<file path="src/rtl/alu_exec_unit.sv">
// rtl/alu_exec_unit.sv - ALU execution stage: 1-cycle ADD/XOR/AND, iterative SRA with valid/ready handshake.
// Define ALU_FAST_SHIFT_EN to compute SRA in one cycle instead of one bit per cycle.
module alu_exec_unit #(
   parameter int WIDTH = 32
) (
   input  logic             clk,
   input  logic             rst_n,
   input  logic             in_valid,
   output logic             in_ready,
   input  logic [1:0]       ALUOp,
   input  logic [WIDTH-1:0] src_a,
   input  logic [WIDTH-1:0] src_b,
   output logic             out_valid,
   input  logic             out_ready,
   output logic [WIDTH-1:0] result,
   output logic             zero,
   output logic             busy
);
   localparam int SHAMT_W = $clog2(WIDTH);

   typedef enum logic [1:0] {
      IDLE  = 2'd0,
      SHIFT = 2'd1,
      DONE  = 2'd2
   } state_t;

   state_t state, state_nxt;

   logic [SHAMT_W-1:0] shamt;
   logic [WIDTH-1:0]   quick_res;
   logic               long_shift;
   logic               accept;

   assign shamt     = src_b[SHAMT_W-1:0];
   assign accept    = (state == IDLE) && in_valid;
   assign in_ready  = (state == IDLE);
   assign out_valid = (state == DONE);
   assign busy      = (state != IDLE);

   // Result of every op that completes on the accept edge.
   always_comb begin
      quick_res = '0;
      case (ALUOp)
         2'b00:   quick_res = src_a + src_b;
         2'b01:   quick_res = src_a ^ src_b;
         2'b10:   quick_res = src_a & src_b;
`ifdef ALU_FAST_SHIFT_EN
         default: quick_res = $unsigned($signed(src_a) >>> shamt);
`else
         default: quick_res = src_a;
`endif
      endcase
   end

`ifdef ALU_FAST_SHIFT_EN
   assign long_shift = 1'b0;
`else
   logic [WIDTH-1:0]   acc;
   logic [SHAMT_W-1:0] cnt;
   logic [WIDTH-1:0]   shifted;

   assign long_shift = (ALUOp == 2'b11) && (shamt != '0);
   assign shifted    = {acc[WIDTH-1], acc[WIDTH-1:1]};

   always_ff @(posedge clk) begin
      if (!rst_n) begin
         acc <= '0;
         cnt <= '0;
      end else if (accept && long_shift) begin
         acc <= src_a;
         cnt <= shamt;
      end else if (state == SHIFT) begin
         acc <= shifted;
         cnt <= cnt - SHAMT_W'(1);
      end
   end
`endif

   always_comb begin
      state_nxt = state;
      case (state)
         IDLE:    if (in_valid) state_nxt = long_shift ? SHIFT : DONE;
`ifndef ALU_FAST_SHIFT_EN
         SHIFT:   if (cnt == SHAMT_W'(1)) state_nxt = DONE;
`endif
         DONE:    if (out_ready) state_nxt = IDLE;
         default: state_nxt = IDLE;
      endcase
   end

   always_ff @(posedge clk) begin
      if (!rst_n) state <= IDLE;
      else        state <= state_nxt;
   end

   // result/zero only move on accept or on the final shift step, so DONE holds them.
   always_ff @(posedge clk) begin
      if (!rst_n) begin
         result <= '0;
         zero   <= 1'b0;
      end else if (accept && !long_shift) begin
         result <= quick_res;
         zero   <= (quick_res == '0);
      end
`ifndef ALU_FAST_SHIFT_EN
      else if (state == SHIFT && cnt == SHAMT_W'(1)) begin
         result <= shifted;
         zero   <= (shifted == '0);
      end
`endif
   end
endmodule

</file>
<file path="config.mk">
export PLATFORM = sky130hd
export DESIGN_NAME = alu_exec_unit
export DESIGN_NICKNAME = d
export VERILOG_FILES = /design/src/rtl/alu_exec_unit.sv
export SDC_FILE = /design/constraint.sdc
export NUM_CORES = 1
export LEC_CHECK = 0
export ABC_AREA = 0
export CAP_MARGIN = 15
export CELL_PAD_IN_SITES_DETAIL_PLACEMENT = 1
export CELL_PAD_IN_SITES_GLOBAL_PLACEMENT = 2
export CORE_UTILIZATION = 31
export CTS_CLUSTER_SIZE = 28
export DETAILED_ROUTE_END_ITERATION = 12
export PLACE_DENSITY_LB_ADDON = 0.12
export SLEW_MARGIN = 10
export SYNTH_ARGS = -nofsm -noshare
export SYNTH_HDL_FRONTEND = slang
export SYNTH_SLANG_ARGS = --single-unit
</file>
<file path="constraint.sdc">
create_clock -name clk -period 3.42 [get_ports clk]
set_clock_uncertainty 0.15 [all_clocks]
set_input_delay 0.342 -clock clk [delete_from_list [all_inputs] [get_ports clk]]
set_output_delay 0.342 -clock clk [all_outputs]
set_load 0.005 [all_outputs]
</file>
==> flow_summary.json <==
{
  "synth-main-ff-cell": "dfxtp_1",
  "die_y_um": 141,
  "ys_seq_area_share_pct": 23.8,
  "relSlewSlack_pct": 42.1,
  "crit_fanout": 4,
  "post-route-util_pct": 47.7,
  "num_vias": 7489,
  "drc": 0,
  "setup_viol": 0,
  "report.final.hold_viol_count": 0,
  "grt.overflow.total": 0,
  "regToRegSetupSlack_ns": 0.61,
  "dp_hpwl_um": 22200,
  "htreeDepth": 3,
  "viasPerCell": 5.81,
  "slew_violations": 0,
  "p_leak_nw": 3.59,
  "synthToLayoutAreaGrowth_pct": 49.9,
  "synth_fp_nets": 913,
  "hold_path.class": "input port to register",
  "tightest_slew_ns": 0.868,
  "n_antenna_cell": 0,
  "numPortBuffers": 105,
  "dp_cells": 1268,
  "worst_ep_arrival_time_ns": 3.41,
  "max_cap_violations": 0,
  "ys_ff_latch": 71,
  "min_period_over_period_pct": 96.9,
  "die-area_um2": 19800,
  "grt_pass1_wl_um": 43500,
  "synth_warnings": 0,
  "setup_tns_ns": 0,
  "critical_path_class": "input port to register",
  "final_antenna_net_count": 0,
  "clk_pin_slew_ns": 0.06,
  "grt_max_degree": 68,
  "synth_area_per_cell_um2": 7.39,
  "setup_slack_ns": 0.107,
  "final_area_um2": 8940,
  "cts_buffer_depth": 2,
  "io_pins": 106,
  "synth_area_um2": 5970,
  "cts_tree": "built",
  "drive_gt1_share_pct": 24.4,
  "ctsHoldBuffers": 0,
  "ys_types": 74,
  "fin_cells": 1290,
  "wire_per_inst_um": 21.9,
  "holdWs_ns": 0.308,
  "postRouteWirelength_um": 28200,
  "netlist_instances": 808,
  "first_iter_violations": 384,
  "die_w_um": 141,
  "rows": 50,
  "worstSetupEndpointType": "register",
  "peakVddDrop_mv": 0.265,
  "dr.pass1.iters": 5,
  "cts_made_buffers": 9,
  "globalplace.congestion": 0.893,
  "power.total_mw": 3.11,
  "place_ws_ns": -0.566,
  "worstPathRequired_ns": 3.52,
  "grt_pass1_vias": 7770,
  "p_per_area_nw_per_um2": 348,
  "async_flop_share_pct": 0,
  "place_area_um2": 8430,
  "status": "completed",
  "antenna_found_initial": 0,
  "coreArea_um2": 18800,
  "fin_nets": 1156,
  "numClockSinks": 71,
  "clkLatencyLatePin_ns": 0.33,
  "period_minus_slack_ns": 3.31,
  "cts-root-buf": "clkbuf_16",
  "synth_edf_count": 0,
  "grt_util_all_layers_pct": 28.3,
  "cp-start-kind": "input port",
  "start_util_pct": 31.8,
  "max_freq_mhz": 302
}
-- cell usage after synthesis, types with 15 or more instances --
master | number | area, um2
dfxtp_1 | 71 | 1420
a21oi_1 | 90 | 450
nand2_1 | 133 | 499
a211oi_1 | 19 | 143
nor4_1 | 15 | 93.8
nand3_1 | 19 | 95.1
ha_1 | 34 | 425
a22oi_1 | 35 | 263
mux2i_1 | 21 | 210
a311oi_1 | 19 | 166
inv_1 | 15 | 56.3
clkbuf_1 | 38 | 143
o21ai_0 | 18 | 90.1
nor3_1 | 15 | 75.1
o211ai_1 | 18 | 135
nor2_1 | 59 | 221
-- sequential cells by signal, summed over array words and instances (netlist names) --
name,cells
state,2
cnt,5
acc,31
result,32
zero,1
-- worst max-delay path, cell delays in order --
cell and delay, ns:
dlygate4sd2_1 0.26, buf_4 0.15, ha_1 0.35, nand3_1 0.17, a211o_4 0.41, a211oi_4 0.30
nor3_2 0.10, a21bo_1 0.25, a31o_1 0.23, o2111a_1 0.26, a221o_1 0.33, o31ai_2 0.25
-- metal layers --
| metal | vias up | global-route usage (%) | part of all wire [%] |
|---|---|---|---|
| met2 | 175 | 48.5 | 48 |
| li1 | 3526 | - | - |
| met1 | 3746 | 38.0 | 46 |
| met3 | 42 | 2.14 | 3.7 |
| met5 | - | 0 | 0 |
| met4 | 0 | 8.18 | 2.2 |
-- report_power, final --
part	internal (mW)	switching (mW)
Combinational	0.604	0.633
Sequential	0.884	0.0494
Clock	0.570	0.372
-- cell families (layout without fill, tap and decap cells) --
| kind of cell | Yosys count | in the layout | share of synthesized area (%) |
|---|---|---|---|
| AND/OR/NAND/NOR | 302 | 302 | 23.5 |
| AO/OA/AOI/OAI | 288 | 288 | 33.4 |
| flip-flops | 71 | 71 | 23.8 |
| buffers and inverters | 70 | 318 | 4.61 |
| adder cells (fa/ha/maj) | 35 | 35 | 7.46 |
| multiplexers | 31 | 31 | 5.60 |
| XOR/XNOR | 11 | 11 | 1.61 |
-- placed cells by master, fill, tap and decap left out, types with 10 or more instances in the layout --
cell	n
a22oi_1	35
and3_1	14
ha_1	30
nor2_1	57
nand3_1	19
clkdlybuf4s50_1	91
a211oi_1	18
nor3_1	11
a311oi_1	19
buf_4	178
inv_1	14
dfxtp_1	71
dlygate4sd2_1	10
nand2_1	131
a21oi_1	85
o211ai_1	18
nor2b_1	10
a21o_1	12
mux2i_1	21
o21ai_0	15
nor4_1	12
-- worst paths after layout --
| kind | depth (start not counted) | startpoint | end |
|---|---|---|---|
| setup / recovery | 12 | src_b[1] | zero |
| hold / removal | 4 | src_b[0] | cnt[0] |
| setup reg to reg | 12 | cnt[0] | zero |
| hold reg to reg | 2 | result[3] | result[3] |
-- area by class of cell --
type / count / area, um2
clock buffer: 12 / 236
clock inverter: 4 / 55.1
fill: 2318 / 9820
inverter: 17 / 63.8
multi-input combinational: 667 / 4480
sequential: 71 / 1420
tap: 234 / 293
timing repair buffer: 285 / 2390
-- what timing repair did --
item	CTS	global route
setup buffers	3	3
pin swaps	13	4
resized for setup	43	13
endpoints found under the setup margin	4	5
Power figures use the tool's default switching activity.
